`src/rtl/count_monitor_pkg.sv`:
```
// Shared types and constants for the up/down counter read-side monitor.
package count_monitor_pkg;

  typedef enum logic [1:0] {
    INIT,
    ACQ,
    LOCKED
  } state_e;

  typedef enum logic [1:0] {
    STEP_HOLD,
    STEP_UP,
    STEP_DN,
    STEP_BAD
  } step_e;

  localparam int unsigned ERR_CNT_W = 8;

endpackage

```
`src/rtl/step_classifier.sv`:
```
// Classifies one observed counter transition as hold, +1, -1 or illegal,
// and flags steps that cross the all-ones/zero boundary.
module step_classifier
  import count_monitor_pkg::*;
#(
  parameter int unsigned WIDTH = 4
) (
  input  logic [WIDTH-1:0] prev,
  input  logic [WIDTH-1:0] data,
  output step_e            step,
  output logic             wrap
);

  logic [WIDTH-1:0] delta;

  always_comb begin
    delta = data - prev;
    step  = STEP_BAD;
    wrap  = 1'b0;
    if (delta == '0) begin
      step = STEP_HOLD;
    end else if (delta == WIDTH'(1)) begin
      step = STEP_UP;
      wrap = (prev == '1);
    end else if (delta == '1) begin
      step = STEP_DN;
      wrap = (prev == '0);
    end
  end

endmodule

```
`src/rtl/count_monitor.sv`:
```
// Recovers direction, step and wrap events from an observed up/down count
// stream, locking onto a direction and counting illegal transitions.
module count_monitor
  import count_monitor_pkg::*;
#(
  parameter int unsigned WIDTH    = 4,
  parameter int unsigned LOCK_CNT = 2
) (
  input  logic                 clk_i,
  input  logic                 rst_ni,
  input  logic                 en_i,
  input  logic [WIDTH-1:0]     data_i,
  output logic                 dir_o,
  output logic                 locked_o,
  output logic                 step_o,
  output logic                 wrap_o,
  output logic                 err_o,
  output logic [ERR_CNT_W-1:0] err_cnt_o
);

  localparam int unsigned RUN_W = 3;

  state_e               state;
  logic [WIDTH-1:0]     prev;
  logic [RUN_W-1:0]     run_cnt;
  step_e                cls;
  logic                 cls_wrap;
  logic                 step_up;
  logic [RUN_W-1:0]     run_next;
  logic [ERR_CNT_W-1:0] err_cnt_next;

  step_classifier #(
    .WIDTH(WIDTH)
  ) u_step_classifier (
    .prev(prev),
    .data(data_i),
    .step(cls),
    .wrap(cls_wrap)
  );

  // A step against the current direction restarts the run at one.
  always_comb begin
    step_up      = (cls == STEP_UP);
    run_next     = (step_up == dir_o) ? run_cnt + RUN_W'(1) : RUN_W'(1);
    err_cnt_next = (err_cnt_o == '1) ? err_cnt_o : err_cnt_o + ERR_CNT_W'(1);
  end

  always_ff @(posedge clk_i or negedge rst_ni) begin
    if (!rst_ni) begin
      state     <= INIT;
      prev      <= '0;
      run_cnt   <= '0;
      dir_o     <= 1'b0;
      locked_o  <= 1'b0;
      step_o    <= 1'b0;
      wrap_o    <= 1'b0;
      err_o     <= 1'b0;
      err_cnt_o <= '0;
    end else begin
      step_o <= 1'b0;
      wrap_o <= 1'b0;
      err_o  <= 1'b0;
      if (en_i) begin
        prev <= data_i;
        unique case (state)
          INIT: begin
            state <= ACQ;
          end
          ACQ: begin
            unique case (cls)
              STEP_UP, STEP_DN: begin
                step_o  <= 1'b1;
                wrap_o  <= cls_wrap;
                dir_o   <= step_up;
                run_cnt <= run_next;
                if (run_next == RUN_W'(LOCK_CNT)) begin
                  state    <= LOCKED;
                  locked_o <= 1'b1;
                end
              end
              STEP_BAD: begin
                run_cnt   <= '0;
                err_o     <= 1'b1;
                err_cnt_o <= err_cnt_next;
              end
              default: ;
            endcase
          end
          LOCKED: begin
            unique case (cls)
              STEP_UP, STEP_DN: begin
                step_o <= 1'b1;
                wrap_o <= cls_wrap;
                dir_o  <= step_up;
              end
              STEP_BAD: begin
                state     <= ACQ;
                locked_o  <= 1'b0;
                run_cnt   <= '0;
                err_o     <= 1'b1;
                err_cnt_o <= err_cnt_next;
              end
              default: ;
            endcase
          end
          default: state <= INIT;
        endcase
      end
    end
  end

endmodule

```
`config.mk`:
```
export PLATFORM = sky130hd
export DESIGN_NAME = count_monitor
export DESIGN_NICKNAME = d
export VERILOG_FILES = /design/src/rtl/count_monitor_pkg.sv /design/src/rtl/step_classifier.sv /design/src/rtl/count_monitor.sv
export SDC_FILE = /design/constraint.sdc
export NUM_CORES = 1
export LEC_CHECK = 0
export CAP_MARGIN = 40
export CORE_MARGIN = 1.5
export CORE_UTILIZATION = 41
export DETAILED_ROUTE_END_ITERATION = 7
export PLACE_DENSITY = 0.77
export SLEW_MARGIN = 0
export SYNTH_ARGS = -nofsm -noshare
export SYNTH_HDL_FRONTEND = slang
export SYNTH_HIERARCHICAL = 1
export SYNTH_SLANG_ARGS = --single-unit
```
`constraint.sdc`:
```
create_clock -name clk_i -period 2.8 [get_ports clk_i]
set_clock_uncertainty 0.2 [all_clocks]
set_input_delay 0.28 -clock clk_i [delete_from_list [all_inputs] [get_ports clk_i]]
set_output_delay 0.28 -clock clk_i [all_outputs]
set_load 0.02 [all_outputs]
```
---- Yosys cells after proc, flatten, opt, wreduce, memory -nomap -nowiden ----
Cells that the tools add are included.
Widths: inputs -> output; s select.
word-level totals
  word-level logic and storage cells ...... 66
  register bits ........................... 22
operators by class
  eq/ne operators ......................... 15
  bitwise gates (word level) .............. 1
  muxes and demuxes ....................... 27
  add/sub/neg operators ................... 3
  reduce and logical (&&, ||, !) cells .... 11
operators with widths
  cell                 count
  $mux 1               16
  $pmux 3 s2           2
  $reduce_and 4->1     3
  $mux 2               5
  $add 8x1->8 const B  1
  $eq 4x4->1 const B   2
  $eq 8x8->1 const B   1
  $logic_not 4->1      2
  $eq 2x2->1 const B   3
  $mux 3               2
  $ne 2x2->1 const B   3
  $pmux 2 s3           1
  $reduce_and 5->1     1
  $eq 2x1->1 const B   2
  $eq 4x1->1 const B   1
  $reduce_or 2->1      2
  $sub 4x4->4          1
  $add 3x1->3 const B  1
  $eq 3x2->1 const B   1
  $ne 3x3->1 const B   1
  $reduce_and 3->1     1
  $logic_not 2->1      1
  $pmux 1 s2           1
  $reduce_bool 2->1    1
  other kinds (2)      2

---- Logic depth before layout (Yosys ltp) ----
Gate-level depths: netlist of the first run.
  depth in word-level cells ............... 12
  depth in mapped cells ................... 12
  mapped depth without buffers ............ 12

---- By module ----
The synthesis of the first run kept the hierarchy.
modules (own cells, without submodules)
  module           cells each  area each (sq um)  times used  seq. area each (sq um)
  count_monitor    90          1,096.1            1           550.5
  step_classifier  24          177.7              1           0.0

---- Worst setup path after synthesis of the first run ----
Ideal clock, no wire load.
  path kind ............................... reg-to-reg
  start ................................... register prev[0]
  end ..................................... register err_cnt_o[1]
  setup slack ............................. -0.001 ns
  data required time ...................... 2.472 ns
  arrival ................................. 2.474 ns
  stages on the path, launching flop included .. 10
  path buffers ............................ 0
  path through ............................ dfrtp_1 -> ha_1 -> fa_1 -> xor2_1 -> and3_1 -> mux2i_1 -> ha_1 -> nand3_2 -> a41oi_2 -> mux2_1
on the way
  word-level cells in the longest chain between the ends .. 7
RTL lines
  what                                 RTL line                                  text
  start: declaration                   count_monitor.sv:24                       logic [WIDTH-1:0] prev;
  start signal: assignment             count_monitor.sv:64                       prev <= data_i;
  $sub 4x4->4 *                        step_classifier.sv:17                     delta = data - prev;
  $eq 4x4->1                           step_classifier.sv:25                     end else if (delta == '1) begin
  $mux 1                               step_classifier.sv:25
  $mux 2                               step_classifier.sv:22                     end else if (delta == WIDTH'(1)) begin
  $mux 2 *                             step_classifier.sv:20                     if (delta == '0) begin
  named net cls[0]                     count_monitor.sv:26                       step_e cls;
  $eq 2x2->1 *                         count_monitor.sv:70, count_monitor.sv:90
  $reduce_and 4->1 (no source line) *  n/a
  end signal: assignment               count_monitor.sv:84                       err_cnt_o <= err_cnt_next;
  end signal: assignment               count_monitor.sv:101                      err_cnt_o <= err_cnt_next;
  end: declaration                     count_monitor.sv:18                       output logic [ERR_CNT_W-1:0] err_cnt_o
Mark *: on every way through the listed nets, which the timed path passes. The rest lies on a longest branch.
A chain may end at the register's enable or synchronous reset.

---- Final worst setup path of the first run ----
  start ................................... input port data_i[2]
  end ..................................... register state[1]
on the way
  word-level cells in the longest chain between the ends .. 11
RTL lines
  what                                 RTL line                                  text
  start: declaration                   count_monitor.sv:12                       input logic [WIDTH-1:0] data_i,
  $sub 4x4->4 *                        step_classifier.sv:17
  $eq 4x4->1                           step_classifier.sv:25
  $mux 1                               step_classifier.sv:25
  $mux 2                               step_classifier.sv:22
  $mux 2 *                             step_classifier.sv:20
  named net cls[0]                     count_monitor.sv:26
  $eq 2x1->1                           count_monitor.sv:43, count_monitor.sv:70
  $eq 1x1->1                           count_monitor.sv:44                       run_next = (step_up == dir_o) ? run_cnt + RUN_W'(1) : RUN_W'(1);
  $mux 3                               count_monitor.sv:44
  $eq 3x2->1                           count_monitor.sv:76                       if (run_next == RUN_W'(LOCK_CNT)) begin
  $ne 2x2->1 (no source line)          n/a
  $reduce_and 4->1 (no source line) *  n/a
  end signal: assignment               count_monitor.sv:50                       state <= INIT;
  end signal: assignment               count_monitor.sv:77                       state <= LOCKED;
  end signal: assignment               count_monitor.sv:97                       state <= ACQ;
  end: declaration                     count_monitor.sv:23                       state_e state;
Marked as above.

==> implementation parameters, run 1 <==
Parameter                              Value

Outcome
  Result of the run    finished, violations left
  Failing checks    negative setup slack

Placement
  Dpl hpwl    2030 µm
  Buffers on Ports    19
  Global placer's final weighted congestion    0.781
  Setup slack at placement    -655 ps
  Instance count after placement with tap cells included    177

Synthesis
  Gate Count Post-Synth    114
  Count of flip-flops with a built-in enable after synthesis    0
  Seq/Total Area, Yosys    43.2%
  Syn avg cell area    11.2 µm²
  Number of distinct library cells after synthesis    32
  Async SR Flop Fraction    100%
  Yosys warns    6
  Cell area after technology mapping    1270 µm²
  Number of synthesized register bits    22
  Synthesized net count    134
  Top FF cell, synth    sky130_fd_sc_hd__dfrtp_1

Pwr
  Cell area power density    739 nW/µm²
  Leakage power    0.000821 µW
  Peak VDD IR    0.000409 V
  Sum of internal, switching and leakage power    1390 µW

Global route
  Maximum number of pins on one net before global-route repair    23
  Overall global routing resource usage    17.7%
  M3 GR Usage    5.27%
  First-pass GRT wire length    4580 µm
  Initial antenna violation count    0
  Remaining Overflow, GRT    0
  GR peak layer    met2
  Met1 layer usage reported by global route    18.2%
  Via count of the first global-routing pass    1038
  Met2 Use GR    32.9%

Detailed routing
  Number of remaining DRC errors    0
  Detail-routed via count per cell    5.39
  Count of routing violations after the opening detailed-route iteration    24
  Via count of the routed design    1019
  Post-DRT Antenna Nets    0
  TritonRoute pass-1 iters    4
  Post-detailed-routing wire length    3010 µm
  Routed wire per std cell    15.9 µm

CTS
  Largest buffer count on any clock path    2
  Number of buffers created by CTS    3
  Clock transition time at the flip-flop clock pins of the worst setup and hold paths    110 ps
  CTS Hold Bufs    0
  TritonCTS clock tree    yes
  Later-pin clock latency in the skew report    300 ps
  Clk sink count    22
  H-Tree Level Count    1
  Cell at the root of the clock tree    sky130_fd_sc_hd__clkbuf_4

STA
  Count of pins over their slew limit    0
  Final cycle utilization of the critical path    106%
  Summed negative setup slack over all endpoints    -949 ps
  Measured slew at the worst slew-check pin    473 ps
  Highest clock rate    337 MHz
  Worst setup slack after layout    -167 ps
  Unrepaired setup endpoints after global routing    true
  Hold violation count in the final report    0
  Shortest clock period the worst path allows after layout    2970 ps
  Max-slew headroom at the worst pin    68.4%
  Total of endpoints with negative setup slack in the final report    12

Cells and area
  FF+latch area    553 µm²
  Final cell count without fillers    189
  Share of final-layout standard cells stronger than drive strength 1    39.1%
  Synth-to-layout area growth    47.2%
  Commonest non-fill, non-tap cell in the layout    sky130_fd_sc_hd__dfrtp_1
  # fillers    219
  Number of nets at the end of the flow    177
  Diodes inserted    0
  Area of the multi-input gates    858 µm²
  Most frequent cells in the layout    sky130_fd_sc_hd__dfrtp_1, sky130_fd_sc_hd__buf_4, sky130_fd_sc_hd__clkdlybuf4s50_1
  Utilization of the core after routing    62.5%

Die
  Width of the die    58.7 µm
  Initial core utilization    42.4%
  Total die area    3450 µm²
  Row count    20
  Die height    58.7 µm
  Ports    20
  Core Region    3000 µm²

Job
  Total of max-cap violations    0

Setup path
  Critical path peak fanout    3
  R2r startpoint    prev[0]
  Critical Path Source    data_i[2]
  Required time worst endpoint    2840 ps
  Startpoint kind of the worst setup timing path    input port
  Setup crit end kind    register
  Setup Crit Path Kind    input port to register
  Data arrival time of the worst path    3010 ps

Min path
  Classification of the worst-slack hold path    input port to async pin
## critical path, stage by stage
cell and delay, ps:
sky130_fd_sc_hd__clkdlybuf4s50_1 540, sky130_fd_sc_hd__ha_4 240, sky130_fd_sc_hd__a21oi_4 140, sky130_fd_sc_hd__o21ai_2 80, sky130_fd_sc_hd__xnor2_2 270, sky130_fd_sc_hd__mux2i_4 340, sky130_fd_sc_hd__inv_2 70, sky130_fd_sc_hd__ha_4 260
sky130_fd_sc_hd__and2_1 120, sky130_fd_sc_hd__nand4_1 200, sky130_fd_sc_hd__buf_4 220, sky130_fd_sc_hd__o21ai_2 110, sky130_fd_sc_hd__o21a_1 140
## kinds of logic after synthesis
| logic type | Yosys count | share of synthesized area (%) |
|---|---|---|
| buffers and inverters | 11 | 3.54 |
| AND/OR/NAND/NOR | 34 | 15.1 |
| flip-flops | 22 | 43.2 |
| multiplexers | 10 | 8.45 |
| AO/OA/AOI/OAI | 12 | 8.06 |
| adder cells (fa/ha/maj) | 13 | 13.4 |
| XOR/XNOR | 12 | 8.25 |
## flip-flops by register name, indices dropped and copies added, names as in the netlist
register and flops:
err_cnt_o 8, prev 4, run_cnt 3, state 2, dir_o 1, err_o 1
locked_o 1, step_o 1, wrap_o 1
## through the flow
| stage | cell area (µm²) | hold slack [ps] |
|---|---|---|
| final | 1880 | 115 |
| after global routing | 1880 | 114 |
| after detailed placement | 1600 | 291 |
| after floorplan | 1280 | -216 |
| after global placement | 1600 | 287 |
| after CTS | 1690 | 111 |
## repair_timing
item,4_1_cts,5_1_grt
buffers inserted,1,7
resized for setup,11,27
gates cloned,0,0
pin swaps,7,12
setup endpoints to repair,16,16
## power by group
group	total, µW	internal [µW]	leakage [µW]	switching, µW
registers	483	395	0.000278	88.4
clock network	169	79.4	0.0000210	89.3
logic	734	379	0.000522	355
total	1390	853	0.000821	532
## final timing paths
| check | endpoint | depth (start not counted) | slack, ps |
|---|---|---|---|
| hold / removal | wrap_o | 2 | 120 |
| hold reg to reg | err_cnt_o[6] | 1 | 300 |
| max in group asynchronous | prev[1] | 2 | 2040 |
| setup reg to reg | state[1] | 10 | -160 |
| min in group clk_i | prev[1] | 3 | 180 |
| setup / recovery | state[1] | 13 | -170 |
## layer usage
metal	vias to the layer above	part of all wire (%)
met5	-	0
met4	0	3.1
met3	8	3.4
met2	31	55
met1	492	38
li1	488	-
## cells in the mapped netlist (2+ instances only)
cell	number	share of area, %
sky130_fd_sc_hd__dfrtp_1	22	43
sky130_fd_sc_hd__ha_1	12	12
sky130_fd_sc_hd__inv_1	10	2.9
sky130_fd_sc_hd__xnor2_1	9	6.2
sky130_fd_sc_hd__nand2_1	8	2.4
sky130_fd_sc_hd__nand3_1	7	2.8
sky130_fd_sc_hd__mux2_2	4	3.5
sky130_fd_sc_hd__mux2i_1	4	3.1
sky130_fd_sc_hd__and2_1	3	1.5
sky130_fd_sc_hd__and3_1	3	1.5
sky130_fd_sc_hd__nand4_1	3	1.5
sky130_fd_sc_hd__nor3_1	3	1.2
sky130_fd_sc_hd__xor2_1	3	2.1
sky130_fd_sc_hd__a21oi_1	2	0.79
sky130_fd_sc_hd__mux2_1	2	1.8
sky130_fd_sc_hd__nand3b_1	2	1.2
sky130_fd_sc_hd__o21ai_1	2	0.79
## area by class of cell
class	count	share of cell area (%)
repair buffers	39	18.6
flip-flops and latches	22	29.5
multi-input cells	81	45.8
inverters	10	2.00
well taps	33	2.20
clock buffers	4	1.93
(Power assumes the default switching activity.)
==> inputs of run 2 (changes only) <==
- CELL_PAD_IN_SITES_DETAIL_PLACEMENT: not set -> 1
- CELL_PAD_IN_SITES_GLOBAL_PLACEMENT: not set -> 1
- CORE_ASPECT_RATIO: not set -> 0.7
- DONT_BUFFER_PORTS: not set -> 1
- PLACE_DENSITY: 0.77 -> 0.8
==> run 2 against run 1 <==
Compared with the run above: the run still ends with negative setup slack left; critical path depth decreased by 1; clock power increased by 40%; sequential power up 18%; combinational power fell by 11%; flip-flop and latch count did not move; total power grew 5.3%; utilization grew 0.48 points; wire length up 45%; cell area decreased by 3.3%; critical path type is now register to register.
==> implementation parameters, run 2 (synthesized netlist as in run 1, its figures left out) <==
Parameter                              Value

Outcome
  Result of the run    finished, violations left
  Failing checks    negative setup slack

CTS
  Cell at the root of the clock tree    sky130_fd_sc_hd__clkbuf_8
  Clock transition time at the flip-flop clock pins of the worst setup and hold paths    90 ps
  Clk sink count    22
  Largest buffer count on any clock path    2
  H-Tree Level Count    1
  TritonCTS clock tree    yes
  Number of buffers created by CTS    3
  Later-pin clock latency in the skew report    270 ps

Detailed routing
  Post-DRT Antenna Nets    0
  Count of routing violations after the opening detailed-route iteration    47
  Number of remaining DRC errors    0
  Via count of the routed design    1073
  Routed wire per std cell    23.9 µm
  Post-detailed-routing wire length    4350 µm
  TritonRoute pass-1 iters    4
  Detail-routed via count per cell    5.90

Global route
  Overall global routing resource usage    23.3%
  Maximum number of pins on one net before global-route repair    23
  Via count of the first global-routing pass    1158
  Initial antenna violation count    0
  First-pass GRT wire length    6120 µm
  Remaining Overflow, GRT    0

Pwr
  Leakage power    0.000806 µW
  Cell area power density    804 nW/µm²
  Sequential cell fraction of total power    39.0%
  P_sw    613 µW
  Fraction of power spent switching nets    42.0%
  Cell internal pwr    846 µW
  Peak VDD IR    0.000488 V
  Combinational fraction of design power    44.7%
  Clock power share    16.3%

Cells and area
  Final instance area    1810 µm²
  Utilization of the core after routing    62.9%
  Largest reg by FF count    err_cnt_o
  Largest registers    err_cnt_o (8), prev (4), run_cnt (3)
  Number of flip-flops under the largest register name    8
  Most frequent cells in the layout    sky130_fd_sc_hd__dfrtp_1, sky130_fd_sc_hd__buf_4, sky130_fd_sc_hd__dlygate4sd3_1
  Commonest non-fill, non-tap cell in the layout    sky130_fd_sc_hd__dfrtp_1
  Number of nets at the end of the flow    167
  Diodes inserted    0
  Synth-to-layout area growth    42.4%
  Share of final-layout standard cells stronger than drive strength 1    41.1%

Die
  Total die area    3460 µm²
  Core Region    2880 µm²
  Initial core utilization    44.2%
  Die height    49.6 µm
  Width of the die    69.6 µm
  Ports    20
  Row count    16

Placement
  Global placer's final weighted congestion    0.842
  Setup slack at placement    -245 ps
  Buffers on Ports    0
  Dpl hpwl    2230 µm
  Post-DP Area    1390 µm²

STA
  Highest clock rate    329 MHz
  Measured slew at the worst slew-check pin    512 ps
  Worst setup slack after layout    -244 ps
  Unrepaired setup endpoints after global routing    true
  Min Hold Slack    23.9 ps
  Count of pins over their slew limit    0
  Hold violation count in the final report    0
  Final cycle utilization of the critical path    109%
  Max-slew headroom at the worst pin    65.8%
  Total of endpoints with negative setup slack in the final report    15
  Shortest clock period the worst path allows after layout    3040 ps

Setup path
  Data arrival time of the worst path    3060 ps
  Setup crit end kind    register
  Peak per-stage delay on the critical path    450 ps
  Setup Crit Path Kind    register to register
  Required time worst endpoint    2820 ps
  Critical path peak fanout    3
  Startpoint kind of the worst setup timing path    register
  Critical Path Slowest Stage Cell    sky130_fd_sc_hd__dfrtp_2
  Ordered cell list for the critical path    buf_12 -> fa_2 -> xor2_2 -> and3_4 -> mux2i_4 -> inv_2 -> ha_4 -> and2_4 -> nand4_1 -> buf_4 -> o21ai_2 -> o21a_1

Job
  Total of max-cap violations    0

Min path
  Classification of the worst-slack hold path    input port to register
run 2: cell count changes in the layout (fill, tap and decap cells not counted), sizes merged:
cell,before,now
dlygate4sd2,1,0
buf,20,19
dlymetal6s2s,1,0
dlygate4sd3,0,10
clkdlybuf4s50,17,0
run 2: timing repair:
item,4_1_cts,5_1_grt
setup buffers,4,5
gates cloned,0,0
endpoints found under the hold margin,27,0
pin swaps,10,8
resized for setup,16,17
hold buffers,10,0
setup endpoints to repair,15,16
run 2: worst paths after layout:
kind	slack, ps	cells past startpoint	end	startpoint
setup / recovery	-240	12	state[1]	prev[1]
hold / removal	20	1	step_o	en_i
setup reg to reg	-240	12	state[1]	prev[1]
hold reg to reg	330	1	run_cnt[1]	run_cnt[1]
max in group asynchronous	1770	2	prev[1]	rst_ni
min in group asynchronous	190	1	err_cnt_o[5]	rst_ni
run 2: metrics by stage:
step / instances / total power [µW] / TNS [ps]
finish: 182 / 1460 / -1780
global route: 182 / 1520 / -3650
CTS: 176 / 1300 / -782
detailed placement: 158 / 960 / -2650
global placement: 158 / 920 / -315
floorplan: 114 / 812 / 0
run 2: critical path, delay by kind of cell, from the launching register on:
kind,cells,cell delay [ps]
AO/OA/AOI/OAI,2,220
XOR/XNOR,1,190
adder cells (fa/ha/maj),2,700
buffers and inverters,3,460
flip-flops,1,450
multiplexers,1,230
AND/OR/NAND/NOR,3,540
run 2: area by class of cell:
| cell class | count | area (µm²) |
|---|---|---|
| multi-input cells | 81 | 858 |
| well taps | 36 | 45.0 |
| clock buffers | 4 | 55.1 |
| repair buffers | 29 | 267 |
| inverters | 10 | 37.5 |
| fillers | 289 | 1070 |
| flip-flops and latches | 22 | 552 |
run 2: per-layer routing:
| metal | wire length [µm] | track usage, % | part of all wire, % |
|---|---|---|---|
| met4 | 98 | 7.05 | 2.3 |
| met2 | 2180 | 39.6 | 50 |
| met5 | 0 | 0 | 0 |
| met1 | 1860 | 29.7 | 43 |
| met3 | 210 | 5.52 | 4.8 |
run 2: power by group through the flow:
stage / combinational [µW] / sequential (µW) / clock, µW
final: 652 / 569 / 237
after CTS: 513 / 553 / 234
after floorplan: 279 / 533 / 0
after global placement: 366 / 554 / 0
after detailed placement: 401 / 559 / 0
after global routing: 696 / 579 / 247
==> inputs of run 3 (changes only) <==
- SLEW_MARGIN: 0 -> 20
==> results of run 3 <==
Same layout as run 2: the final DEF is identical, and so are final timing and power.
